### config.mk
export PLATFORM = sky130hd
export DESIGN_NAME = fc1_lif_neuron_layer
export DESIGN_NICKNAME = d
export VERILOG_FILES = /design/src/rtl/fc1_lif_neuron_layer.sv
export SDC_FILE = /design/constraint.sdc
export NUM_CORES = 2
export LEC_CHECK = 0
export ABC_AREA = 1
export CAP_MARGIN = 10
export CORE_AREA = 2 2 448 450
export DETAILED_ROUTE_END_ITERATION = 10
export DIE_AREA = 0 0 450 452
export SYNTH_ARGS = -nofsm -noshare
export SYNTH_HDL_FRONTEND = slang
export SYNTH_SLANG_ARGS = --single-unit
### constraint.sdc
create_clock -name clk -period 73.5 [get_ports clk]
set_clock_uncertainty 0.05 [all_clocks]
set_input_delay 18.375 -clock clk [delete_from_list [all_inputs] [get_ports clk]]
set_output_delay 18.375 -clock clk [all_outputs]
set_load 0.02 [all_outputs]
### src/rtl/fc1_lif_neuron_layer.sv
// rtl/fc1_lif_neuron_layer.sv - leaky integrate-and-fire layer behind FC1, one neuron per cycle
// Captures FC1 currents, sweeps all membranes through one shared multiplier, emits spikes and counts.
module fc1_lif_neuron_layer #(
   parameter int                      WIDTH   = 24,
   parameter int                      FRAC    = 17,
   parameter int                      NEURONS = 20,
   parameter logic signed [WIDTH-1:0] BETA    = 24'h1C000,
   parameter logic signed [WIDTH-1:0] VTH     = 24'h20000,
   parameter int                      CNT_W   = 8
) (
   input  logic                       clk,
   input  logic                       reset,
   input  logic                       in_valid,
   input  logic [WIDTH*NEURONS-1:0]   cur_in,
   input  logic                       clear_mem,
   output logic                       busy,
   output logic                       spike_valid,
   output logic [NEURONS-1:0]         spikes,
   output logic [WIDTH*NEURONS-1:0]   v_mem,
   output logic [CNT_W*NEURONS-1:0]   spike_cnt,
   output logic                       overrun
);
   localparam int KW = $clog2(NEURONS);

   typedef enum logic [1:0] {S_IDLE, S_UPDATE, S_DONE} state_t;

   state_t                  state_q;
   logic [KW-1:0]           k_q;
   logic signed [WIDTH-1:0] cur_q [NEURONS];
   logic signed [WIDTH-1:0] v_q   [NEURONS];
   logic [CNT_W-1:0]        cnt_q [NEURONS];
   logic [NEURONS-1:0]      spikes_q;
   logic                    busy_q;
   logic                    spike_valid_q;
   logic                    overrun_q;

   logic signed [WIDTH-1:0]   v_sel;
   logic signed [WIDTH-1:0]   cur_sel;
   logic signed [2*WIDTH-1:0] prod;
   logic signed [2*WIDTH-1:0] leak_full;
   logic signed [WIDTH:0]     sum;
   logic signed [WIDTH-1:0]   sat;
   logic                      fire;
   logic signed [WIDTH-1:0]   v_d;
   logic [CNT_W-1:0]          cnt_d;
   logic                      unused_leak_hi;

   assign v_sel     = v_q[k_q];
   assign cur_sel   = cur_q[k_q];
   assign prod      = (2*WIDTH)'(v_sel) * (2*WIDTH)'(BETA);
   assign leak_full = prod >>> FRAC;
   // With BETA <= 1.0 the leaked value always fits in WIDTH bits, so only the low WIDTH+1 bits matter.
   assign sum       = leak_full[WIDTH:0] + {cur_sel[WIDTH-1], cur_sel};
   assign unused_leak_hi = ^leak_full[2*WIDTH-1:WIDTH+1];

   always_comb begin
      sat = sum[WIDTH-1:0];
      if (sum[WIDTH] != sum[WIDTH-1])
         sat = sum[WIDTH] ? {1'b1, {(WIDTH-1){1'b0}}} : {1'b0, {(WIDTH-1){1'b1}}};
   end

   assign fire  = (sat >= VTH);
   assign v_d   = fire ? sat - VTH : sat;
   assign cnt_d = (fire && cnt_q[k_q] != '1) ? cnt_q[k_q] + 1'b1 : cnt_q[k_q];

   always_ff @(posedge clk or posedge reset) begin
      if (reset) begin
         state_q       <= S_IDLE;
         k_q           <= '0;
         spikes_q      <= '0;
         busy_q        <= 1'b0;
         spike_valid_q <= 1'b0;
         overrun_q     <= 1'b0;
         for (int i = 0; i < NEURONS; i++) begin
            cur_q[i] <= '0;
            v_q[i]   <= '0;
            cnt_q[i] <= '0;
         end
      end else begin
         spike_valid_q <= 1'b0;
         if (in_valid && !clear_mem && state_q != S_IDLE)
            overrun_q <= 1'b1;
         if (clear_mem) begin
            for (int i = 0; i < NEURONS; i++) begin
               v_q[i]   <= '0;
               cnt_q[i] <= '0;
            end
            spikes_q <= '0;
            state_q  <= S_IDLE;
            busy_q   <= 1'b0;
         end
         // A clear in the same idle cycle zeroes the membranes first, so the sweep starts from v = 0.
         if (state_q == S_IDLE && in_valid) begin
            for (int i = 0; i < NEURONS; i++)
               cur_q[i] <= cur_in[i*WIDTH +: WIDTH];
            k_q     <= '0;
            state_q <= S_UPDATE;
            busy_q  <= 1'b1;
         end else if (!clear_mem) begin
            case (state_q)
               S_UPDATE: begin
                  v_q[k_q]      <= v_d;
                  cnt_q[k_q]    <= cnt_d;
                  spikes_q[k_q] <= fire;
                  if (k_q == KW'(NEURONS-1)) begin
                     state_q       <= S_DONE;
                     spike_valid_q <= 1'b1;
                  end else begin
                     k_q <= k_q + 1'b1;
                  end
               end
               S_DONE: begin
                  state_q <= S_IDLE;
                  busy_q  <= 1'b0;
               end
               default: ;
            endcase
         end
      end
   end

   for (genvar g = 0; g < NEURONS; g++) begin : g_out
      assign v_mem[g*WIDTH +: WIDTH]     = v_q[g];
      assign spike_cnt[g*CNT_W +: CNT_W] = cnt_q[g];
   end

   assign busy        = busy_q;
   assign spike_valid = spike_valid_q;
   assign spikes      = spikes_q;
   assign overrun     = overrun_q;
endmodule

# [After elaboration in Yosys (flattened, before gate mapping)]
# Index checks and enable logic that the tools add are counted.
[classes] add_sub_neg=4 n_mul=1 n_lt_le_gt_ge=5 n_eq_ne=7 mux=51 bitwise_logic=1 reduce_logical=11
[ops] cell="$mux 480" count=4
[ops] cell="$mux 160" count=4
[ops] cell="$bwmux 480" count=1
[ops] cell="$bmux 24 s5" count=2
[ops] cell="$mux 24" count=8
[ops] cell="$bwmux 160" count=1
[ops] cell="$demux 24 s5" count=1
[ops] cell="$mux 20" count=4
[ops] cell="$bmux 8 s5" count=1
[ops] cell="$demux 8 s5" count=1
[ops] cell="$mux 8" count=4
[ops] cell="$mul 24x4->28 const B" count=1
[ops] cell="$add 25x25->25" count=1
[ops] cell="$ge 24x19->1 const B" count=1
[ops] cell="$sub 24x19->24 const B" count=1
[ops] cell="$bwmux 20" count=1
[ops] cell="$mux 5" count=4
[ops] cell="$mux 1" count=9
[ops] cell="$add 8x1->8 const B" count=1
[ops] cell="$mux 2" count=4
[ops] cell="$ne 8x8->1 const B" count=1
[ops] cell="$ge 6x6->1 const B" count=1
[ops] cell="$logic_and 1x1->1" count=6
[ops] cell="$lt 5x6->1 const B" count=1
[ops] cell="16 further kinds" count=17
[totals] register_bits=1150 out_inout_bits=663 wordCells=146

# [Logic depth before layout (Yosys ltp)]
[depth] ltp_word=15 ltp_mapped=61

# [Worst setup path after synthesis]
# Ideal clock, no wire load.
[synth_path] kind="input port to flip-flop" startpoint="in in_valid" endpoint="reg v_q (netlist bit v_mem[19])" setup_ns=0.066 arrival_ns=19.672 path_slack_ns=53.713 cell_stages=8 n_path_buf=2 cell_sequence="nand2_1 inv_1 nor2_1 clkbuf_1 clkbuf_1 o21ai_0 o21bai_1 nand2_1"
[synth_between] elab_chain_len=2
[synth_lines] element="from (decl)" line_no="13" source="input logic in_valid,"
[synth_lines] element="$logic_and 1x1->1" line_no="93" source="if (state_q == S_IDLE && in_valid) begin"
[synth_lines] element="$mux 480" line_no="93"
[synth_lines] element="to (signal, indexed assignment)" line_no="102" source="v_q[k_q] <= v_d;"
[synth_lines] element="to (decl)" line_no="30" source="logic signed [WIDTH-1:0] v_q [NEURONS];"
# No other way between the ends.
# A chain may end at the register's enable or synchronous reset.

==> flow_metrics.env <==
export IMPL_status="complete, but fails checks"
export IMPL_violations="antenna violations"
export IMPL_via_per_inst=5.45
export IMPL_reg2reg_setup_slack_ns=59.94
export IMPL_synthArstFlopShare_pct=100
export IMPL_numCtsBuffers=138
export IMPL_syn_num_nets=9413
export IMPL_synth_top_cells_by_count="nand2_1 (2,909), o21ai_0 (1,189), dfrtp_1 (1,150)"
export IMPL_vias=67147
export IMPL_setup_violations=0
export IMPL_slew_violations=0
export IMPL_clk_path_buf_depth=3
export IMPL_slew_headroom_pct=14.4
export IMPL_antenna_found_initial=39
export IMPL_grt_max_degree=212
export IMPL_port_buffers=1146
export IMPL_wire_per_inst_um=25.2
export IMPL_synth_area_leaders="dfrtp_1 (45%), nand2_1 (17%), o21ai_0 (9.4%)"
export IMPL_ys_flop_type="dfrtp_1"
export IMPL_hp_class="reg -> reg"
export IMPL_yosysMostFrequentCell="nand2_1"
export IMPL_drt_iter0_markers=7583
export IMPL_worst_slew_pin_slew_ns=1.28
export IMPL_first_pass_iters=6
export IMPL_yosysTopAreaCellShare_pct=45.3
export IMPL_fmax_ghz=0.0446
export IMPL_grt_pass1_vias=63339
export IMPL_antenna_left=1
export IMPL_grt_setup_unrepaired="false"
export IMPL_required_ns=74.22
export IMPL_initial_core_util_pct=32.0
export IMPL_reg2reg_from="k_q[0]$_DFFE_PP0P_"
export IMPL_routed_wl_um=311000
export IMPL_setup_worst_path_end="cur_q[86]$_DFFE_PP0P_"
export IMPL_die_y_um=452
export IMPL_synth_edff_count=0
export IMPL_yosysSeqAreaShare_pct=45.3
export IMPL_cap_violations=0
export IMPL_die_x_um=450
export IMPL_worstPathArrival_ns=23.14
export IMPL_worstReg2RegEnd="v_mem[161]$_DFF_PP0_"
export IMPL_clk_pin_slew_worst_paths_ns=0.06
export IMPL_cts_repair_resized=0
export IMPL_cts_hold_fix_buffers=0
export IMPL_drive_gt1_share_pct=4.42
export IMPL_h_tree_depth=4
export IMPL_hold_violations=0
export IMPL_grt_util_all_layers_pct=29.5
export IMPL_synth_avg_cell_area_um2=7.19
export IMPL_synthCells=8825
export IMPL_ys_warn_count=0
export IMPL_netlist_top_cell_by_area="dfrtp_1"
export IMPL_num_io_pins=1147
export IMPL_place_ws_ns=50.13
export IMPL_fin_crit_ns=22.43
export IMPL_post_cts_repair_setup_buffers=0
export IMPL_reg2reg_depth=48
export IMPL_finalWorstSetupSlack_ns=51.07
export IMPL_fin_crit_sh_pct=30.5
export IMPL_num_rows=164
export IMPL_clock_root_buffer="clkbuf_16"
export IMPL_area_growth_pct=27.9
export IMPL_place_gp_congestion=0.946
export IMPL_cp_start_kind="input pin"
export IMPL_hpwl_um=216000
export IMPL_tns_ns=0
export IMPL_cts_tree="built"
export IMPL_crit_fanout=176
export IMPL_yosysUniqueCellTypes=48
export IMPL_setup_worst_path_start="reset"
export IMPL_grt_ovfl_total=0
export IMPL_fin_nets=10129
export IMPL_core_um2=199000
export IMPL_crit_type="in -> async"
export IMPL_grt_pass1_wl_um=446000
export IMPL_synth_seq_cells=1150
export IMPL_cts_sinks=1150
export IMPL_crit_path_end_kind="async pin"
export IMPL_netlist_area_um2=63500
export IMPL_drc=0
export IMPL_dieArea_um2=203000
export IMPL_worstSkewPairLatency_ns=0.84
-- critical path: stages --
cell and delay, ns:
clkdlybuf4s50_1 0.49, inv_8 0.55, buf_4 0.81, buf_12 0.75, buf_4 0.84, buf_4 0.92
-- stage by stage --
step	instance area [um^2]	hold slack (ns)	cells	utilization (%)
5_1_grt	81200	0.437	12317	40.9
2_1_floorplan	63500	0.394	8825	-
3_5_place_dp	76700	0.410	12057	38.6
3_3_place_gp	76700	0.407	12057	38.6
4_1_cts	81100	0.425	12300	40.8
6_report	81200	0.422	12325	40.9
-- placed cells by master (no fill, tap or decap), types with 141 or more instances in the layout --
master	netlist	final
o22ai_1	146	146
o21ai_0	1189	1189
nor2_1	611	589
nand3_1	321	321
dfrtp_1	1150	1148
nand2_1	2909	2907
clkdlybuf4s50_1	0	1146
inv_1	520	512
clkbuf_16	0	141
a21oi_1	769	766
-- cell families (layout without fill, tap and decap cells) --
logic type,Yosys count,after routing,synth area share [%]
flops,1150,1150,45.3
buf+inv,1236,2055,7.67
simple gates,3941,3941,24.4
fa+ha+maj,104,104,2.32
xor+xnor,51,51,0.704
compound gates,2343,2343,19.6
other cells,0,25,0
-- metal layers --
metal  GRT usage (%)  vias up  share of wire, %  wire, um
li1                -    30146                 -         -
met1            37.6    32419                39    121000
met2            45.2     3819                45    139000
met3            5.35      753               8.5     26600
met4            20.8       10               7.8     24200
met5               0        -             0.020        63
-- worst min-delay path by stage --
stage	from	end	slack (ns)	cells past startpoint
floorplan	cur_q[120]$_DFFE_PP0P_	cur_q[120]$_DFFE_PP0P_	0.39	2
global placement	cur_q[335]$_DFFE_PP0P_	cur_q[335]$_DFFE_PP0P_	0.41	2
detailed placement	cur_q[425]$_DFFE_PP0P_	cur_q[425]$_DFFE_PP0P_	0.41	2
CTS	cur_q[357]$_DFFE_PP0P_	cur_q[357]$_DFFE_PP0P_	0.43	2
global route	cur_q[154]$_DFFE_PP0P_	cur_q[154]$_DFFE_PP0P_	0.44	2
finish	cur_q[342]$_DFFE_PP0P_	cur_q[342]$_DFFE_PP0P_	0.42	2
-- flip-flops by register name, indices dropped and copies added (netlist names) --
register     flops
spikes          20
cur_q          480
state_q          2
k_q              5
v_mem          480
overrun          1
busy             1
spike_valid      1
spike_cnt      160
-- final cells by class --
cell class | instances | area (um^2)
well taps | 2656 | 3320
clock inverters | 41 | 415
diodes | 25 | 62.6
fillers | 20333 | 117000
flip-flops and latches | 1150 | 28800
multi-input cells | 6439 | 30000
clock buffers | 202 | 4030
inverters | 545 | 2090
repair buffers | 1267 | 12500
Power is left out: the tool's default activity adds up to more than one toggle a clock period on the data nets, which glitch-free logic cannot reach.
==> edit: new RTL, same settings <==
Reset style: synchronous (`reset`), changed in one clocked block.
--- a/src/rtl/fc1_lif_neuron_layer.sv
+++ b/src/rtl/fc1_lif_neuron_layer.sv
@@ -65,3 +65,3 @@
 
-   always_ff @(posedge clk or posedge reset) begin
+   always_ff @(posedge clk) begin
       if (reset) begin
Check against the original RTL: not settled (the Yosys comparison gave no result); the edit may change what the design does.
==> edit against the unedited design <==
- routed wire length shrank 5.1%
- global-route usage fell by 1.6 points
- sequential cell count up 389
- worst hold slack improved by 0.0037 ns
- first-iteration DRC count fell by 10%
- cell area increased by 12%
- non-clock buffer count shrank 16
- setup slack got worse by 0.28 ns
- synthesized cell count down 21%
- synthesized area up 13%
==> edit: results (changes against the unedited design) <==
| Metric | Value |
|---|---|
| Post-synthesis sequential area ratio | 64.0% (+19 points) |
| Met1 global-route usage | 33.1% (-4.6 points) |
| Yosys warning total | 0 (unchanged) |
| CTS buffer count | 164 (+19%) |
| Syn_area_per_cell | 10.3 um^2 (+43%) |
| HP Class | reg -> reg |
| I/O Buffers | 1,146 (unchanged) |
| Routed wire per std cell | 27.8 um (+10%) |
| DP Wirelength | 197,000 um (-8.9%) |
| Unique masters post-synth | 48 (unchanged) |
| Met3 GRT Util | 4.36% (-0.99 points) |
| Violation count after the first detailed-route iteration | 6,819 (-10%) |
| Initial DRT Pass Iterations | 8 (+2) |
| Gp weighted congestion | 0.908 (-4.1%) |
| Vias per cell | 5.54 (+1.8%) |
| Switch Pwr | roughly 1200 uW |
| Grt met2 use | 47.3% (+2.1 points) |
| Worst-path clk slew | 0.06 ns (about the same) |
| Place WS | 49.93 ns (-0.201 ns) |
| Post_cts resized | 0 (unchanged) |
| Met3 WL | 23,700 um (-11%) |
| Crit-path max FO | 140 (-20%) |
| Placed cell areas | 85,300 um^2 (+11%) |
| Met2 Wirelength | 143,000 um (+2.8%) |
| Worst-Skew Late Latency | 0.87 ns (+0.03 ns) |
| Critical path arrival | 23.18 ns (+0.04 ns) |
| Top cells by count, synth | nor2_1 (1,719), edfxtp_1 (1,504), o21ai_0 (746), inv_1 (677), nand2_1 (480) |
| Leakage | 0.0352 uW |
| Async S/R FF share, synth | 0% (-100 points) |
| WL met1 | 107,000 um (-11%) |
| Largest net degree at the start of global routing | 186 (-12%) |
| # Post-CTS Setup Buffers | 0 (unchanged) |
| Inst Count DP | 10,300 (-14%) |
| Peak supply drop | 0.0685 mV |
| Worst slew pin tran | 1.29 ns (+0.00850 ns) |
| First-pass GRT wire length | 409,000 um (-8.4%) |
| Slowest cell delay on critical path | 0.97 ns (+0.05 ns) |
| Synth Net Count | 7,535 (-20%) |
| Highest routed layer | met5 |
| Final Net Count | 8,415 (-17%) |
| Synth area leaders | edfxtp_1 (63%), nor2_1 (9.0%), o21ai_0 (5.2%) |
| EDFF count, synth | 1,504 (+1,504) |
| Biggest regs | v_q: 768 flops, cur_q: 480 flops, cnt_q: 256 flops |
| Clock H-tree levels | 4 (unchanged) |
| GRT Overall Usage | 27.9% (-1.6 points) |
| Fraction of layout cells with a size suffix above 1 | 6.12% (+1.7 points) |
| CP max-delay cell | buf_4 |
| Final wirelength | 295,000 um (-5.1%) |
| Max reg flops | between 700 and 800 |
| Clk pwr share | roughly 28% |
| Vias in the first global route | 56,700 (-11%) |
| Initial antenna violation count | 8 (-79%) |
| Outcome | complete, no violations |
| Root buffer cell | clkbuf_16 |
| Ys flop type | edfxtp_1 |
==> edit: cell count changes in the layout (fill, tap and decap cells not counted), moves of 61 or more <==
cell | unedited run | this run
a21oi_1 | 766 | 250
dfrtp_1 | 1148 | 0
edfxtp_1 | 0 | 1504
inv_1 | 512 | 674
nand2_1 | 2907 | 441
nand3_1 | 321 | 260
nor2_1 | 589 | 1705
o211ai_1 | 64 | 3
o21a_1 | 68 | 2
o21ai_0 | 1189 | 745
o221ai_1 | 1 | 209
==> edit: worst paths after layout <==
check | slack, ns | start | depth (start not counted) | end
worst min-delay path | 0.43 | busy | 2 | busy
worst max-delay path | 50.79 | reset | 9 | cur_q[12][5]
worst min register to register | 0.43 | busy | 2 | busy
worst max register to register | 59.44 | register | 45 | v_q[29][21]
==> edit: critical path, delay by kind of cell <==
kind / cells / cell delay (ns)
buf+inv: 7 / 4.00
simple gates: 2 / 0.34
==> edit: logic make-up after synthesis <==
logic type	after synthesis	synth area share [%]
and+or+nand+nor	2512	13.8
buffers and inverters	1225	6.97
AOI/OAI and AO/OA	1526	12.7
DFF	1539	64.0
adders and majority gates	106	2.09
xor gates and xnor gates	37	0.452
==> edit: cell type report <==
cell class	count	area (um^2)
fillers	18700	108000
flip-flops and latches	1539	45900
multi-input cells	4181	21100
repair buffers	1251	12400
clock inverters	106	1070
diodes	5	12.5
inverters	688	2640
well taps	2656	3320
clock buffers	194	4240
==> edit: power groups by stage <==
stage	clock network, uW	logic (uW)	registers [uW]
finish	827	955	1170
global route	867	1010	1170
CTS	836	941	1170
detailed placement	0	939	1190
global placement	0	921	1180
floorplan	0	541	1200
